### src/rtl/uart_rx_sampler.sv
// UART receive engine: synchronizes Rx, detects the start edge, majority-votes the
// three centre strobes of each bit and reports the byte with parity/frame status.
module uart_rx_sampler #(
    parameter int unsigned DATA_BITS   = 8,
    parameter int unsigned SYNC_STAGES = 2
) (
    input  logic                 clk,
    input  logic                 rst,
    input  logic                 Rx_i,
    input  logic                 AcqSig_i,
    input  logic [4:0]           AcqPerBit_i,
    input  logic                 ParityEn_i,
    input  logic                 ParityOdd_i,
    output logic                 BaudEn_o,
    output logic [DATA_BITS-1:0] RxData_o,
    output logic                 RxValid_o,
    output logic                 ParityErr_o,
    output logic                 FrameErr_o,
    output logic                 Busy_o
);

    localparam int unsigned CntW = $clog2(DATA_BITS);

    typedef enum logic [2:0] {StIdle, StStart, StData, StParity, StStop} state_e;

    state_e                 state_q;
    logic [SYNC_STAGES-1:0] sync_q;
    logic                   prev_q;
    logic [4:0]             n_q;
    logic [4:0]             k_q;
    logic                   s_lo_q;
    logic                   s_mid_q;
    logic [DATA_BITS-1:0]   shreg_q;
    logic [CntW-1:0]        bit_cnt_q;
    logic                   par_en_q;
    logic                   par_odd_q;
    logic                   par_acc_q;
    logic                   par_err_q;

    logic       rx_s;
    logic [4:0] n_clamped;
    logic [4:0] mid;
    logic       at_lo;
    logic       at_mid;
    logic       at_hi;
    logic       at_end;
    logic       vote;

    always_ff @(posedge clk or posedge rst) begin
        if (rst) begin
            sync_q <= '1;
        end else begin
            sync_q <= {sync_q[SYNC_STAGES-2:0], Rx_i};
        end
    end

    assign rx_s      = sync_q[SYNC_STAGES-1];
    assign n_clamped = (AcqPerBit_i < 5'd3) ? 5'd3 : AcqPerBit_i;
    assign mid       = n_q >> 1;
    assign at_lo     = (k_q == mid - 5'd1);
    assign at_mid    = (k_q == mid);
    assign at_hi     = (k_q == mid + 5'd1);
    assign at_end    = (k_q == n_q - 5'd1);
    // Third vote sample is taken live on the k = m+1 strobe.
    assign vote      = (s_lo_q & s_mid_q) | (s_lo_q & rx_s) | (s_mid_q & rx_s);
    assign Busy_o    = (state_q != StIdle);

    always_ff @(posedge clk or posedge rst) begin
        if (rst) begin
            state_q     <= StIdle;
            prev_q      <= 1'b1;
            n_q         <= 5'd3;
            k_q         <= '0;
            s_lo_q      <= 1'b1;
            s_mid_q     <= 1'b1;
            shreg_q     <= '0;
            bit_cnt_q   <= '0;
            par_en_q    <= 1'b0;
            par_odd_q   <= 1'b0;
            par_acc_q   <= 1'b0;
            par_err_q   <= 1'b0;
            BaudEn_o    <= 1'b0;
            RxData_o    <= '0;
            RxValid_o   <= 1'b0;
            ParityErr_o <= 1'b0;
            FrameErr_o  <= 1'b0;
        end else begin
            RxValid_o <= 1'b0;
            prev_q    <= rx_s;
            if (state_q == StIdle) begin
                if (prev_q && !rx_s) begin
                    state_q   <= StStart;
                    BaudEn_o  <= 1'b1;
                    k_q       <= '0;
                    n_q       <= n_clamped;
                    par_en_q  <= ParityEn_i;
                    par_odd_q <= ParityOdd_i;
                    bit_cnt_q <= '0;
                    par_acc_q <= 1'b0;
                    par_err_q <= 1'b0;
                end
            end else begin
                if (AcqSig_i && !RxValid_o) begin
                    k_q <= at_end ? 5'd0 : k_q + 5'd1;
                    if (at_lo) s_lo_q <= rx_s;
                    if (at_mid) s_mid_q <= rx_s;
                    unique case (state_q)
                        StStart: begin
                            if (at_hi && vote) begin
                                state_q  <= StIdle;
                                BaudEn_o <= 1'b0;
                            end else if (at_end) begin
                                state_q <= StData;
                            end
                        end
                        StData: begin
                            if (at_hi) begin
                                shreg_q   <= {vote, shreg_q[DATA_BITS-1:1]};
                                par_acc_q <= par_acc_q ^ vote;
                            end
                            if (at_end) begin
                                bit_cnt_q <= bit_cnt_q + CntW'(1);
                                if (bit_cnt_q == CntW'(DATA_BITS - 1)) begin
                                    state_q <= par_en_q ? StParity : StStop;
                                end
                            end
                        end
                        StParity: begin
                            if (at_hi) par_err_q <= ((par_acc_q ^ vote) != par_odd_q);
                            if (at_end) state_q <= StStop;
                        end
                        StStop: begin
                            // Early exit: report as soon as the stop vote is known.
                            if (at_hi) begin
                                RxData_o    <= shreg_q;
                                FrameErr_o  <= ~vote;
                                ParityErr_o <= par_en_q & par_err_q;
                                RxValid_o   <= 1'b1;
                            end
                        end
                        default: ;
                    endcase
                end
                if (RxValid_o) begin
                    state_q  <= StIdle;
                    BaudEn_o <= 1'b0;
                end
            end
        end
    end

endmodule

### config.mk
export PLATFORM = sky130hd
export DESIGN_NAME = uart_rx_sampler
export DESIGN_NICKNAME = d
export VERILOG_FILES = /design/src/rtl/uart_rx_sampler.sv
export SDC_FILE = /design/constraint.sdc
export NUM_CORES = 1
export LEC_CHECK = 0
export BUFFER_PORTS_ARGS = -buffer_cell sky130_fd_sc_hd__clkbuf_2
export CORE_MARGIN = 2
export CORE_UTILIZATION = 53
export DETAILED_ROUTE_END_ITERATION = 16
export PLACE_DENSITY_LB_ADDON = 0.25
export SYNTH_ARGS = -nofsm -noshare
export SYNTH_HDL_FRONTEND = slang
export SYNTH_SLANG_ARGS = --single-unit
### constraint.sdc
create_clock -name clk -period 2.2 [get_ports clk]
set_input_delay 0.22 -clock clk [delete_from_list [all_inputs] [get_ports clk]]
set_output_delay 0.22 -clock clk [all_outputs]
set_load 0.02 [all_outputs]
[After elaboration in Yosys (flattened, before gate mapping)]
Cells that the tools add are included.
Storage, ports and cells
  flip-flop bits (word level): 45
  latch bits: 0
  bits in writable memories: 0
  ROM bits: 0
  output and inout port bits: 13
  word-level logic and storage cells: 115
  memories kept: 0
Cells by class
  add/sub/neg operators: 5
  multipliers: 0
  div/mod/pow operators: 0
  magnitude comparators: 1
  eq/ne operators: 15
  shift-type cells: 0
  multiplexer cells: 40
  bitwise gates (word level): 9
  reduce and logical (&&, ||, !) cells: 27
Operators with widths (number)
  $mux 3: 15
  $mux 5: 5
  $reduce_and 4->1: 6
  $mux 1: 19
  $eq 5x5->1: 3
  $ne 4x4->1 const B: 3
  $reduce_bool 3->1: 4
  $reduce_bool 2->1: 5
  $pmux 3 s3: 1
  $reduce_and 7->1: 1
  $eq 3x2->1 const B: 2
  $eq 3x3->1 const B: 2
  $reduce_and 3->1: 2
  $add 4x1->5 const B: 1
  $add 5x1->5 const B: 1
  $eq 5x4->1: 1
  $lt 5x2->1 const B: 1
  $ne 5x5->1 const B: 1
  $reduce_bool 5->1: 1
  $sub 4x1->5 const B: 1
  $sub 5x1->5 const B: 1
  $and 1x1->1: 4
  $reduce_and 2->1: 2
  $add 3x1->3 const B: 1
  9 further kinds: 14

[Longest topological paths before layout]
  depth after elaboration: 9
  depth in mapped cells: 9

[Worst setup path before layout]
Ideal clock, no wire load.
  kind: reg2reg
  start: register n_q[1]
  end: register FrameErr_o
  setup time: 0.125 ns
  arrival: 2.272 ns
  path slack: -0.196 ns
  stages on the path, launching flop included: 9
  path through: dfstp_2 -> inv_1 -> ha_1 -> xnor2_1 -> o211a_1 -> o211ai_2 -> nor4_1 -> buf_4 -> mux2_2
Between the ends
  longest elaborated chain between the ends: 3
Ends and longest elaborated chain
  start, declared: line 29  | logic [4:0] n_q;
  start signal, assigned: line 95  | n_q <= n_clamped;
  $add 4x1->5: line 62  | assign at_hi = (k_q == mid + 5'd1);
  $eq 5x5->1: line 62
  $reduce_and 4->1 (no line)
  end signal, assigned: line 136  | FrameErr_o <= ~vote;
  end, declared: line 18  | output logic FrameErr_o,
Every way passes these cells.
A chain may end at the register's enable or synchronous reset.

[Worst setup path in the final report]
  start: register n_q[1]
  end: register shreg_q[4]
Between the ends
  longest elaborated chain between the ends: 3
Ends and longest elaborated chain
  $add 4x1->5: line 62
  $eq 5x5->1: line 62
  $reduce_and 4->1 (no line)
  end signal, assigned: line 118  | shreg_q <= {vote, shreg_q[DATA_BITS-1:1]};
  end, declared: line 33  | logic [DATA_BITS-1:0] shreg_q;
Every way passes these cells.

==> out/qor.csv <==
stage,metric,value,unit
outcome,status,"finished, violations left",
outcome,failing checks,setup timing,
detailed_routing,top sig layer,met4,
setup_path,CP max FO,8,
floorplanning,Boundary Pins,24,
pwr,Static Leak,1.45,nW
clock_network,clk root buf,clkbuf_8,
setup_path,largest delay contributor family on the critical path,flip-flops,
clock_network,CTS tree,done,
detailed_routing,met2 WL,2490,um
global_route,number of global-route vias before repair,1860,
global_route,largest net degree at the start of global routing,46,
timing,final hold vios,0,
global_route,antenna violations before repair,0,
placed_design,GP Congestion,0.857,
synth,YS warnings,0,
placed_design,port bufs,23,
placed_design,Place WS,-0.183,ns
setup_path,"Slowest-stage cell, CP",dfstp_2,
global_route,first-pass GRT wire length,9110,um
timing,Final min period,2.29,ns
synth,Cells after Synth,231,
detailed_routing,post-route ant nets,0,
detailed_routing,Post-Route M1 WL,2640,um
detailed_routing,DRC,0,
synth,asr flop ratio synth,1.00,
timing,Slew headroom,0.553,
detailed_routing,drt via density,5.64,
detailed_routing,DR WL met3,183,um
placed_design,placed cells,320,
floorplanning,Die Wd,72.2,um
setup_path,Crit Reg-Reg Startpoint,n_q[1],
synth,syn nets,249,
detailed_routing,DR WL/cell,16.1,um
setup_path,FF-to-FF setup slack,-0.09,ns
detailed_routing,first drt pass iteration count,4,
synth,sequential element share of the synthesized area,0.460,
timing,setup ws final,-0.0925,ns
clock_network,"Clk Latency, worst-skew pair",0.30,ns
floorplanning,DIE HEIGHT,72.2,um
timing,worst-margin pin slew,0.664,ns
clock_network,Sink Count,45,
global_route,total gr overflow,0,
floorplanning,die area,5220,sq um
floorplanning,FP Rows,24,
setup_path,reg2reg path depth,7,
detailed_routing,via count,1871,
detailed_routing,final wirelength,5350,um
final_layout,fin cells,332,
setup_path,CP max stage delay,0.56,ns
setup_path,worst reg2reg path endpoint,shreg_q[4],
setup_path,crit start category,register,
final_layout,Final Net Count,297,
synth,Mean Syn Cell Area,10.7,sq um
synth,top_reg_cell synth,dfrtp_1,
timing,crit share post-route,1.04,
timing,Achievable Freq,436,MHz
synth,Post-Syn Area,2470,sq um
setup_path,CP endpoint kind,register,
flow_run,Max Cap Violations,0,
final_layout,"Core Util, Final",0.710,
clock_network,CTS Buffer Depth,2,
synth,Unique masters post-synth,53,
hold_path,HP Class,primary input to asynchronous set/reset pin,
setup_path,WS Path Type,register to register,
timing,skew final,0.00570,ns
synth,Post-synth EDFFs,0,
setup_path,crit path DAT,2.47,ns
timing,final setup fails,18,
detailed_routing,Initial DRC Count,122,
placed_design,dpl hpwl,3800,um
global_route,All-Layer GR Usage,0.228,
timing,Worst Hold Slack,0.0317,ns
timing,Final Max Slew Viols,0,
setup_path,CP Buf/Inv Count,1,
final_layout,area grow syn2layout,26.9,%
pwr,Max VDD drop,0.701,mV
clock_network,H-tree levels,2,
floorplanning,starting density of the core,0.559,
synth,Yosys reg bits,45,
clock_network,clk slew on worst S/H paths,0.09,ns
clock_network,Num CTS Buffers,5,
pwr,PD cells,678,nW/um^2
floorplanning,Core ar.,4410,sq um
setup_path,worst path cell trace,inv_2 > ha_4 > xnor2_4 > o211a_1 > o211ai_4 > or4_4 > mux2_4,
setup_path,Worst Path Required,2.38,ns
final_layout,n_diodes,0,
timing,RSZ-0062 raised after global routing,yes,
final_layout,layout cells sized above 1,0.407,
-- layout by cell type (no fill, tap or decap), types with 3 or more instances in the layout --
| master | Yosys | layout |
|---|---|---|
| dfstp_2 | 7 | 7 |
| xnor2_1 | 10 | 8 |
| xor2_1 | 6 | 5 |
| buf_4 | 2 | 23 |
| clkbuf_2 | 0 | 23 |
| mux2_4 | 8 | 18 |
| nor3_1 | 5 | 5 |
| buf_6 | 1 | 7 |
| nand2b_1 | 6 | 5 |
| mux2_2 | 13 | 4 |
| inv_1 | 17 | 14 |
| ha_4 | 0 | 3 |
| nor2b_1 | 3 | 3 |
| clkbuf_8 | 0 | 5 |
| nor2_1 | 3 | 3 |
| inv_2 | 0 | 3 |
| nand3_1 | 9 | 7 |
| nand2_1 | 16 | 16 |
| dfrtp_1 | 38 | 38 |
| o21ai_0 | 19 | 18 |
| mux2i_1 | 5 | 5 |
| ha_1 | 7 | 4 |
-- power by group --
part / switching (mW) / internal (mW)
Clock: 0.289 / 0.225
Combinational: 0.331 / 0.311
Sequential: 0.0695 / 0.899
Total: 0.690 / 1.44
-- cells in the mapped netlist (all sizes together) (6+ instances only) --
cell / n / area [sq um]
nand3: 9 / 45.0
nor3: 6 / 35.0
inv: 17 / 63.8
dfstp: 7 / 184
nand2b: 6 / 37.5
xnor2: 10 / 87.6
nand2: 16 / 60.1
dfrtp: 38 / 951
clkbuf: 8 / 30.0
o21ai: 19 / 95.1
ha: 7 / 87.6
xor2: 6 / 52.6
mux2: 22 / 278
-- worst register-to-register path: stages (launching register included) --
cell      delay, ns
dfstp_2        0.56
inv_2          0.06
ha_4           0.29
xnor2_4        0.11
o211a_1        0.20
o211ai_4       0.09
or4_4          0.54
mux2_4         0.34
-- worst max path at each step --
stage | from | endpoint | slack [ns] | cells after the start
after floorplan | n_q[1] | shreg_q[0] | -0.15 | 8
after global placement | n_q[1] | shreg_q[3] | -0.12 | 8
after detailed placement | n_q[1] | shreg_q[6] | -0.18 | 8
after CTS | n_q[1] | RxData_o[4] | -0.11 | 9
after global routing | n_q[1] | RxData_o[6] | -0.16 | 9
final | n_q[1] | shreg_q[4] | -0.09 | 7
-- layout make-up --
class | instances | area, sq um
Sequential cell | 45 | 1130
Clock inverter | 3 | 21.3
Tap cell | 52 | 65.1
Fill cell | 321 | 1280
Timing Repair Buffer | 54 | 377
Inverter | 17 | 63.8
Multi-Input combinational cell | 156 | 1400
Clock buffer | 5 | 68.8
-- sequential cells by signal, summed over array words and instances, names as in the netlist, 2 cells and up --
register	count
bit_cnt_q	3
state_q	3
shreg_q	8
n_q	5
sync_q	2
RxData_o	8
k_q	5
-- logic make-up after synthesis --
kind of cell / synth area share
adders and majority gates: 0.0395
muxes: 0.133
buffers and inverters: 0.0527
DFF: 0.460
and+or+nand+nor: 0.125
xor gates and xnor gates: 0.0568
AOI/OAI and AO/OA: 0.134
-- metrics by stage --
step,power [mW],setup TNS [ns],cell area (sq um)
floorplan,1.36,-1.16,2500
finish,2.13,-1.34,3130
detailed placement,1.54,-2.72,2820
CTS,2.09,-1.82,3070
global route,2.25,-2.78,3130
global placement,1.53,-1.29,2820
-- metal layers --
metal  up-vias  track usage
met5         -            0
met4         0       0.0566
met3         6       0.0375
met2        42        0.352
met1       912        0.338
li1        911            -
-- timing repair --
item                                    in CTS  in global routing
hold buffers                                 1                  0
buffers inserted                             3                  0
gates resized for setup                     26                 15
gates cloned                                 1                  0
hold endpoints to repair                     1                  0
endpoints found under the setup margin      25                 30
pin swaps                                   10                  9
Note: power is estimated with default switching activity, not from simulation.
